$ cat config.mk
export PLATFORM = sky130hd
export DESIGN_NAME = snek_ctrl
export DESIGN_NICKNAME = d
export VERILOG_FILES = /design/src/rtl/snek_ctrl.sv
export SDC_FILE = /design/constraint.sdc
export NUM_CORES = 1
export LEC_CHECK = 0
export CAP_MARGIN = 20
export CORE_ASPECT_RATIO = 0.75
export CORE_MARGIN = 1
export CORE_UTILIZATION = 51
export DETAILED_ROUTE_END_ITERATION = 6
export PLACE_DENSITY = 0.76
export SETUP_SLACK_MARGIN = 0.3
export SLEW_MARGIN = 20
export SYNTH_ARGS = -nofsm -noshare
export SYNTH_HDL_FRONTEND = slang
export SYNTH_SLANG_ARGS = --single-unit
$ cat constraint.sdc
create_clock -name frame_clk -period 3.65 [get_ports frame_clk]
set_clock_uncertainty 0.1 [all_clocks]
set_input_delay 0.5475 -clock frame_clk [delete_from_list [all_inputs] [get_ports frame_clk]]
set_output_delay 0.5475 -clock frame_clk [all_outputs]
set_load 0.01 [all_outputs]
$ cat src/rtl/snek_ctrl.sv
// Snake game controller: direction capture, step timing, wall/eat detection, food placement.
// Optional macro SNEK_SPEEDUP_EN shortens the step period as the score rises.
module snek_ctrl #(
  parameter int MOVE_DIV = 8,
  parameter int MAXLEN   = 16,
  parameter int FOOD_H0  = 20,
  parameter int FOOD_V0  = 11
) (
  input  logic       frame_clk,
  input  logic       reset,
  input  logic [3:0] btn,
  input  logic       start,
  input  logic [4:0] head_h,
  input  logic [4:0] head_v,
  input  logic [9:0] hpos,
  input  logic [9:0] vpos,
  output logic [2:0] dir,
  output logic       run,
  output logic       grow_flag,
  output logic       food_loc,
  output logic [7:0] score,
  output logic       dead
);

  localparam int LW = $clog2(MAXLEN + 1);

  typedef enum logic [1:0] {IDLE, PLAY, DEAD} state_t;

  state_t        state, state_nxt;
  logic [1:0]    dir_req;
  logic [7:0]    cnt;
  logic [7:0]    period;
  logic [LW-1:0] len;
  logic [4:0]    food_h, food_v;
  logic          food_valid;
  logic [15:0]   lfsr;

  logic          step_due, wall, eat;
  logic [4:0]    nh, nv;
  logic          btn_hit, btn_rev;
  logic [1:0]    btn_dir;
  logic          accept;
  logic [10:0]   fx0, fy0;

`ifdef SNEK_SPEEDUP_EN
  // Every 4 points shave a cycle off the step period, floor of 2.
  always_comb begin
    if ({2'b00, score[7:2]} + 8'd2 >= 8'(MOVE_DIV)) period = 8'd2;
    else                                            period = 8'(MOVE_DIV) - {2'b00, score[7:2]};
  end
`else
  assign period = 8'(MOVE_DIV);
`endif

  assign step_due = (state == PLAY) && (cnt >= period - 8'd1);

  always_comb begin
    nh   = head_h;
    nv   = head_v;
    wall = 1'b0;
    case (dir_req)
      2'd0:    begin nh = head_h - 5'd1; wall = (head_h == 5'd0);  end
      2'd1:    begin nh = head_h + 5'd1; wall = (head_h == 5'd31); end
      2'd2:    begin nv = head_v + 5'd1; wall = (head_v == 5'd23); end
      default: begin nv = head_v - 5'd1; wall = (head_v == 5'd0);  end
    endcase
  end

  assign eat = food_valid && (nh == food_h) && (nv == food_v);

  // Left > right > down > up; reversal judged against the committed direction.
  assign btn_hit = |btn;
  always_comb begin
    if      (btn[0]) btn_dir = 2'd0;
    else if (btn[1]) btn_dir = 2'd1;
    else if (btn[2]) btn_dir = 2'd2;
    else             btn_dir = 2'd3;
  end
  assign btn_rev = ({1'b0, btn_dir ^ 2'b01} == dir);

  assign accept = !food_valid && (lfsr[9:5] <= 5'd23) &&
                  !((lfsr[4:0] == head_h) && (lfsr[9:5] == head_v));

  assign fx0 = 11'(food_h) * 11'd20;
  assign fy0 = 11'(food_v) * 11'd20;
  assign food_loc = food_valid &&
                    ({1'b0, hpos} > fx0) && ({1'b0, hpos} < fx0 + 11'd20) &&
                    ({1'b0, vpos} > fy0) && ({1'b0, vpos} < fy0 + 11'd20);

  assign dead = (state == DEAD);

  always_ff @(posedge frame_clk) begin
    if (reset) state <= IDLE;
    else       state <= state_nxt;
  end

  always_comb begin
    state_nxt = state;
    case (state)
      IDLE:    if (start) state_nxt = PLAY;
      PLAY:    if (step_due && wall) state_nxt = DEAD;
      default: state_nxt = state;
    endcase
  end

  always_ff @(posedge frame_clk) begin
    if (reset) begin
      dir        <= 3'd1;
      dir_req    <= 2'd1;
      run        <= 1'b0;
      grow_flag  <= 1'b0;
      score      <= 8'd0;
      len        <= LW'(1);
      cnt        <= 8'd0;
      food_h     <= 5'(FOOD_H0);
      food_v     <= 5'(FOOD_V0);
      food_valid <= 1'b1;
      lfsr       <= 16'hACE1;
    end else begin
      lfsr      <= {lfsr[14:0], lfsr[15] ^ lfsr[13] ^ lfsr[12] ^ lfsr[10]};
      run       <= 1'b0;
      grow_flag <= 1'b0;
      if (state == PLAY) begin
        if (btn_hit && !btn_rev) dir_req <= btn_dir;
        if (step_due) begin
          cnt <= 8'd0;
          if (!wall) begin
            run <= 1'b1;
            dir <= {1'b0, dir_req};
            if (eat) begin
              if (score != 8'hFF) score <= score + 8'd1;
              if (len < LW'(MAXLEN)) begin
                len       <= len + LW'(1);
                grow_flag <= 1'b1;
              end
              food_valid <= 1'b0;
            end
          end
        end else begin
          cnt <= cnt + 8'd1;
        end
      end
      if (accept) begin
        food_h     <= lfsr[4:0];
        food_v     <= lfsr[9:5];
        food_valid <= 1'b1;
      end
    end
  end

endmodule

==> metrics.log, run 1 <==
[metrics] total number of nets in the final design: between 600 and 700
[metrics] most frequent standard cell in the layout excluding fill and tap cells: buf_4
[metrics] Root Buffer Master: clkbuf_8
[metrics] sink count of the clock tree: 56
[metrics] EDFF count, synth: 0
[metrics] number of global-route vias before repair: 3566
[metrics] clock latency on the worst-skew pair: roughly 0.31 ns
[metrics] largest net degree at the start of global routing: 33
[metrics] height of the die: ~81 um
[metrics] Most used DFF post-synth: dfxtp_1
[metrics] leakage power: 2.401 nW
[metrics] arrival time at the worst endpoint: roughly 3.2 ns
[metrics] number of placement rows: 28
[metrics] final number of max-transition violations: 0
[metrics] final critical path time including I/O delays and setup: around 3.8 ns
[metrics] crit path launch type: flop
[metrics] Data required, critical path: 3.00 ns
[metrics] power per standard cell area: 220.5 mW/mm2
[metrics] detailed-placement wirelength estimate: 7829 um
[metrics] Post-Place Cells: 667
[metrics] register area share after synthesis: a little over a quarter
[metrics] run status: finished with violations
[metrics] ports placed on the boundary: 52
[metrics] worst-case register-to-register setup slack: 0.47 ns
[metrics] Reg clk slew, reported paths: 0.09 ns
[metrics] netlist area before placement: around 0.0042 mm2
[metrics] worst supply voltage drop on vdd: roughly 0.00015 V
[metrics] floorplan core area: roughly 0.008 mm2
[metrics] count of unique library cells instantiated by Yosys: 60
[metrics] Final WS setup: -0.1731 ns
[metrics] antenna violation net count after detailed routing: 0
[metrics] type of the worst setup path: flop to primary output
[metrics] share of flip-flops with an asynchronous set or reset: 0%
[metrics] Crit Path Max Fanout: 3
[metrics] Fmax achieved: 261.6 MHz
[metrics] number of cells in the finished layout apart from fillers: around 680
[metrics] Clk network pwr share: between 20% and 30%
[metrics] full die area: about 0.0087 mm2
[metrics] detailed-route DRC error count: 0
[metrics] buffers added on ports: 50
[metrics] max capacitance violation total: 0
[metrics] Post-Route WL: 10200 um
[metrics] detailed-router iteration count before antenna repair: 4
[metrics] share of final-layout standard cells stronger than drive strength 1: around a fifth
[metrics] net switching power of the design: approximately 0.00033 W
[metrics] total CTS buffers: 5
[metrics] Avg Synthesized Cell Area: 8.797 um2
[metrics] element type at the critical path end: primary output
[metrics] Hold WS: between 0.3 and 0.4 ns
[metrics] first-pass GRT wire length: between 15000 and 20000 um
[metrics] starting density of the core: 53.09%
[metrics] area added between synthesis and finish: 30.75%
[metrics] antenna cells: 0
[metrics] count of vias placed by the detailed router: 3728
[metrics] final global-route overflow total: 0
[metrics] failing checks: setup timing
[metrics] number of register bits inferred by synthesis: 56
[metrics] clock tree from TritonCTS: yes
[metrics] Flop pwr share: between 50% and 60%
[metrics] wire length per cell after detailed routing: 15.02 um
[metrics] slew of the pin with the lowest slew margin: between 0.5 and 0.6 ns
[metrics] syn nets: around 580
[metrics] setup repair after global routing missed its margin: yes
[metrics] total placed instance area: 0.005172 mm2
[metrics] initial antenna violation count: 0
[metrics] Final Setup Violations: 1
[metrics] last weighted congestion value of the routability-driven placer: 0.8641
[metrics] synthesized instance count: 482
[metrics] number of levels the H-tree was split into: 2
[metrics] Period Utilization, post-route: 104.7%
[metrics] total routing usage reported by global routing: roughly a quarter
[metrics] number of violations reported at the end of detailed-routing iteration 0: 231
[metrics] switching share of total power: 26.70%
[metrics] number of buffers between clock root and the deepest sink: 2
[metrics] Hold Vio Cnt, Final: 0
[metrics] area of all placed cells without fillers: between 0.005 and 0.006 mm2
[metrics] max-slew headroom at the worst pin: between 60% and 70%
[metrics] per-cell via count in the routed design: about 5.5
[metrics] width of the chip: around 110 um
[metrics] yosys warns: 0
[metrics] internal power component: approximately 0.0009 W
[metrics] combinational power share: a little over a fifth
[metrics] commonest non-fill, non-tap cells in the layout: 50 x buf_4, 48 x clkdlybuf4s50_1, 47 x dfxtp_1
[metrics] class of the tightest hold or removal check: flop to flop
## metal layers
metal  up-vias  GRT usage [%]  wire length, um
met2        75          40.84             4780
met5         -              0                0
met1      1762          32.60             4913
met4         0          3.562               20
li1       1888              -                -
met3         3          3.210              486
## per-stage QoR
step                      power (W)  worst slack [ns]  util (%)  setup TNS (ns)
after detailed placement  0.0009111           -0.3898     64.76         -0.3904
after global placement    0.0009022           -0.2606     64.76         -0.2606
final                      0.001223           -0.1731     69.41         -0.1731
after floorplan           0.0008030            0.2569         -               0
after CTS                  0.001225           -0.1350     67.11         -0.1350
after global routing       0.001285           -0.2802     69.41         -0.2802
## synthesized netlist by cell type (2+ instances only)
| cell | n | area, um2 |
|---|---|---|
| and4_1 | 3 | 26.28 |
| or3_1 | 3 | 18.77 |
| dfxtp_1 | 56 | 1121 |
| nor2b_1 | 28 | 175.2 |
| clkbuf_1 | 9 | 33.78 |
| nand4_1 | 12 | 75.07 |
| nor4b_1 | 3 | 26.28 |
| mux2_1 | 7 | 78.83 |
| nand3_1 | 5 | 25.02 |
| nor3b_1 | 3 | 22.52 |
| buf_1 | 2 | 7.510 |
| xnor2_1 | 18 | 157.7 |
| a211o_1 | 2 | 17.52 |
| nor4_1 | 7 | 43.79 |
| a41oi_1 | 2 | 17.52 |
| ha_1 | 55 | 688.2 |
| mux2_4 | 2 | 30.03 |
| mux2i_1 | 14 | 140.1 |
| o21a_1 | 5 | 37.54 |
| and2_1 | 3 | 18.77 |
| nand4b_1 | 2 | 17.52 |
| a21o_1 | 7 | 52.55 |
| o211ai_1 | 7 | 52.55 |
| a22oi_1 | 3 | 22.52 |
| and3_1 | 8 | 50.05 |
| xor2_1 | 23 | 201.4 |
| a31oi_1 | 6 | 37.54 |
| nand2_1 | 30 | 112.6 |
| nand2b_1 | 8 | 50.05 |
| or2_2 | 8 | 50.05 |
| o21ai_0 | 14 | 70.07 |
| a32oi_1 | 2 | 17.52 |
| buf_4 | 2 | 15.01 |
| nor2_1 | 40 | 150.1 |
| buf_2 | 3 | 15.01 |
| a21oi_1 | 18 | 90.09 |
| nor3_1 | 7 | 35.03 |
| inv_1 | 28 | 105.1 |
| nand3b_1 | 3 | 22.52 |
| fa_1 | 4 | 80.08 |
## power by group through the flow
stage / registers [W] / logic (W) / clock network [W]
2_1_floorplan: 0.000650 / 0.000153 / 0
6_report: 0.000640 / 0.000266 / 0.000316
3_5_place_dp: 0.000655 / 0.000256 / 0
3_3_place_gp: 0.000654 / 0.000248 / 0
4_1_cts: 0.000641 / 0.000259 / 0.000325
5_1_grt: 0.000643 / 0.000292 / 0.000351
## area by class of cell
class                      count  area (um2)
sequential                    56        1137
inverter                      28       105.1
multi-input combinational    381        3193
tap                          105       131.4
fill                         613        2444
clock buffer                   6       72.57
timing repair buffer         102       899.6
clock inverter                 1       5.005
## worst max-delay path: stages (launching register included)
cell and delay [ns]:
dfxtp_4 0.37, ha_4 0.22, ha_1 0.29, a21o_1 0.18, a21oi_2 0.19, xnor2_1 0.18
inv_1 0.11, ha_4 0.28, nand4b_1 0.12, nor4_1 0.44, nor4b_4 0.08, o211ai_1 0.10
a211o_1 0.15, nor3_2 0.04, buf_2 0.14
## worst paths after layout
kind                            depth (start not counted)       start        to
worst min register to register                          1    lfsr[14]  lfsr[15]
worst max-delay path                                   14   food_v[2]  food_loc
worst max register to register                         10  dir_req[1]  score[2]
worst min-delay path                                    1    lfsr[14]  lfsr[15]
## state kept, by name, indices dropped and copies added (netlist names)
register    flops
cnt             8
state           2
food_v          5
lfsr           16
food_valid      1
dir_req         2
food_h          5
grow_flag       1
dir             2
run             1
len             5
score           8
## logic make-up after synthesis
group	Yosys count	synth area share, %
mux	24	6.403
flops	56	26.44
simple gates	176	22.72
compound gates	78	12.25
buf+inv	45	4.426
xor+xnor	43	9.560
other cells	1	0.08844
fa+ha+maj	59	18.12
## repair_timing
action / CTS / global route
hold buffers: 0 / 0
buffers inserted: 2 / 3
resized for setup: 24 / 33
setup endpoints to repair: 1 / 10
pin swaps: 16 / 21
Power figures use the tool's default switching activity.
==> run 2: changes to the inputs <==
--- a/config.mk
+++ b/config.mk
@@ -8,9 +8,9 @@
 export CAP_MARGIN = 20
 export CORE_ASPECT_RATIO = 0.75
 export CORE_MARGIN = 1
-export CORE_UTILIZATION = 51
+export CORE_UTILIZATION = 35
 export DETAILED_ROUTE_END_ITERATION = 6
-export PLACE_DENSITY = 0.76
+export PLACE_DENSITY = 0.55
 export SETUP_SLACK_MARGIN = 0.3
 export SLEW_MARGIN = 20
 export SYNTH_ARGS = -nofsm -noshare
==> run 2 against run 1 <==
Compared with the run above:
- the run still ends with setup timing left
- clock power increased by 76%
- combinational power increased by 3%
- hold slack got worse by 0.0049 ns
- die area increased by 45%
- design area increased by 3.6%
- sequential cell count unchanged
- register-to-register slack got worse by 0.02 ns
- global-route usage decreased by 6.5 points
- power increased by 20%
- via count decreased by 1.7%
- critical path depth decreased by 1
- largest cell class unchanged
==> metrics.log, run 2 (synthesized netlist as in run 1, its figures left out) <==
[metrics] slew of the pin with the lowest slew margin: ~0.74 ns
[metrics] max capacitance violation total: 0
[metrics] starting density of the core: between 30 and 40%
[metrics] CP dominant cell by count: ha_4
[metrics] per-cell via count in the routed design: approximately 5
[metrics] arrival time at the worst endpoint: approximately 3.1 ns
[metrics] total placed instance area: 0.005214 mm2
[metrics] class of the tightest hold or removal check: flop to flop
[metrics] list of cells traversed by the critical path: buf_6 > ha_4 > ha_4 > fa_2 > inv_2 > buf_4 > nor4_1 > xnor2_1 > ha_1 > o21ai_0 > a31oi_1 > nor3_2 > buf_2
[metrics] area of all placed cells without fillers: 0.005742 mm2
[metrics] antenna cells: 0
[metrics] most frequent standard cell in the layout excluding fill and tap cells: dfxtp_1
[metrics] largest stage delay on the critical path: 0.53 ns
[metrics] Root Buffer Master: clkbuf_16
[metrics] setup repair after global routing missed its margin: yes
[metrics] width of the chip: about 130 um
[metrics] Final Setup Violations: 1
[metrics] sink count of the clock tree: 56
[metrics] worst-case register-to-register setup slack: about 0.45 ns
[metrics] number of levels the H-tree was split into: 2
[metrics] power per standard cell area: approximately 260 mW/mm2
[metrics] clock latency on the worst-skew pair: 0.30 ns
[metrics] worst-path cell with the longest stage delay: fa_2
[metrics] Crit Path Max Fanout: 3
[metrics] Data required, critical path: about 3.0 ns
[metrics] number of buffers between clock root and the deepest sink: 2
[metrics] total power draw: between 0.001 and 0.0015 W
[metrics] antenna violation net count after detailed routing: 0
[metrics] total number of nets in the final design: 668
[metrics] Reg clk slew, reported paths: roughly 0.07 ns
[metrics] Hold Vio Cnt, Final: 0
[metrics] Final WS setup: -0.09778 ns
[metrics] Largest delay share family, worst path: adder cells
[metrics] run status: finished with violations
[metrics] wire length per cell after detailed routing: ~14 um
[metrics] Largest regs: lfsr x16, cnt x8, score x8
[metrics] number of violations reported at the end of detailed-routing iteration 0: around 180
[metrics] total routing usage reported by global routing: 17.29%
[metrics] area added between synthesis and finish: 35.41%
[metrics] worst supply voltage drop on vdd: roughly 0.00023 V
[metrics] total CTS buffers: 5
[metrics] element type at the critical path end: primary output
[metrics] last weighted congestion value of the routability-driven placer: 0.8054
[metrics] number of placement rows: 34
[metrics] count of vias placed by the detailed router: 3663
[metrics] Post-Route WL: 10510 um
[metrics] leakage power: approximately 2.4 nW
[metrics] failing checks: setup timing
[metrics] flip-flop count of the largest register after layout: 16
[metrics] detailed-placement wirelength estimate: just under 8000 um
[metrics] Storage cell area: 0.001135 mm2
[metrics] Period Utilization, post-route: 102.7%
[metrics] full die area: between 0.01 and 0.015 mm2
[metrics] register ranked first by flip-flop count: lfsr
[metrics] buffers added on ports: 50
[metrics] CTS hold repair buffers: 0
[metrics] final critical path time including I/O delays and setup: approximately 3.7 ns
[metrics] multi-input gate area in the final layout: between 0.003 and 0.004 mm2
[metrics] max-slew headroom at the worst pin: 50.77%
[metrics] floorplan core area: about 0.012 mm2
[metrics] detailed-router iteration count before antenna repair: 4
[metrics] number of fill cells in the layout: around 1100
[metrics] Fmax achieved: 266.8 MHz
[metrics] ports placed on the boundary: 52
[metrics] final global-route overflow total: 0
[metrics] commonest non-fill, non-tap cells in the layout: 49 x dfxtp_1, 48 x clkdlybuf4s50_1, 45 x buf_4
[metrics] share of final-layout standard cells stronger than drive strength 1: 21.12%
[metrics] first-pass GRT wire length: between 15000 and 20000 um
[metrics] initial antenna violation count: 0
[metrics] largest net degree at the start of global routing: 47
[metrics] final number of max-transition violations: 0
[metrics] crit path launch type: flop
[metrics] detailed-route DRC error count: 0
[metrics] height of the die: a little under 100 um
[metrics] type of the worst setup path: flop to primary output
[metrics] number of global-route vias before repair: around 3500
[metrics] Critical path buffers and inverters: 4
[metrics] clock tree from TritonCTS: yes
run 2: cell types whose count changed in the layout (fill, tap and decap cells not counted), moves of 2 or more:
cell / previous run / this run
clkbuf_16: 0 / 5
clkbuf_8: 5 / 0
ha_4: 9 / 14
dfxtp_1: 47 / 49
nand2_1: 30 / 28
nand2_2: 0 / 2
dfxtp_2: 7 / 5
ha_1: 42 / 38
buf_4: 50 / 45
buf_6: 1 / 3
run 2: cell type report:
class,count,share of cell area [%]
clock inverter,3,0.7409
clock buffer,5,2.179
timing repair buffer,100,15.49
multi-input combinational,381,56.46
inverter,28,1.830
tap,162,3.530
sequential,56,19.76
run 2: final timing paths:
check | from | end | depth (start not counted)
max | food_v[2] | food_loc | 13
min | lfsr[14] | lfsr[15] | 1
max reg2reg | dir_req[0] | len[2] | 10
min reg2reg | lfsr[14] | lfsr[15] | 1
run 2: worst reg2reg max path: stages, from the launching register on:
cell and delay [ns]:
dfxtp_2 0.36, buf_4 0.16, nand2b_1 0.23, fa_2 0.41, xor3_1 0.40, o21ai_0 0.16, nand4_1 0.20, nor4b_4 0.38
buf_6 0.17, and4_1 0.21, mux2_1 0.32
run 2: what timing repair did:
item,in CTS,in global routing
pin swaps,20,28
gates cloned,0,1
resized for setup,27,34
buffers inserted,4,2
setup endpoints to repair,1,10
run 2: power by group:
part,switching (W),internal (W),total [W]
sequential,0.0000143,0.000626,0.000640
clock,0.000232,0.000323,0.000555
combinational,0.000132,0.000143,0.000274
run 2: stage by stage:
stage          setup TNS [ns]  util (%)  cells  hold slack, ns  setup WS (ns)
6_report             -0.09778     49.08    735          0.3119       -0.09778
5_1_grt               -0.2529     49.08    735          0.3215        -0.2529
4_1_cts               -0.1685     47.26    732          0.3169        -0.1685
2_1_floorplan               0         -    482          0.2895         0.2569
3_5_place_dp          -0.3239     44.57    720          0.2998        -0.3096
3_3_place_gp          -0.2890     44.57    720          0.2971        -0.2890
run 2: routing by layer:
metal	vias to the layer above	wire, um	GRT usage (%)
met1	1704	5555	26.43
met2	66	4340	24.62
met4	0	100	4.525
met5	-	0	0
li1	1882	-	-
met3	11	514	2.863
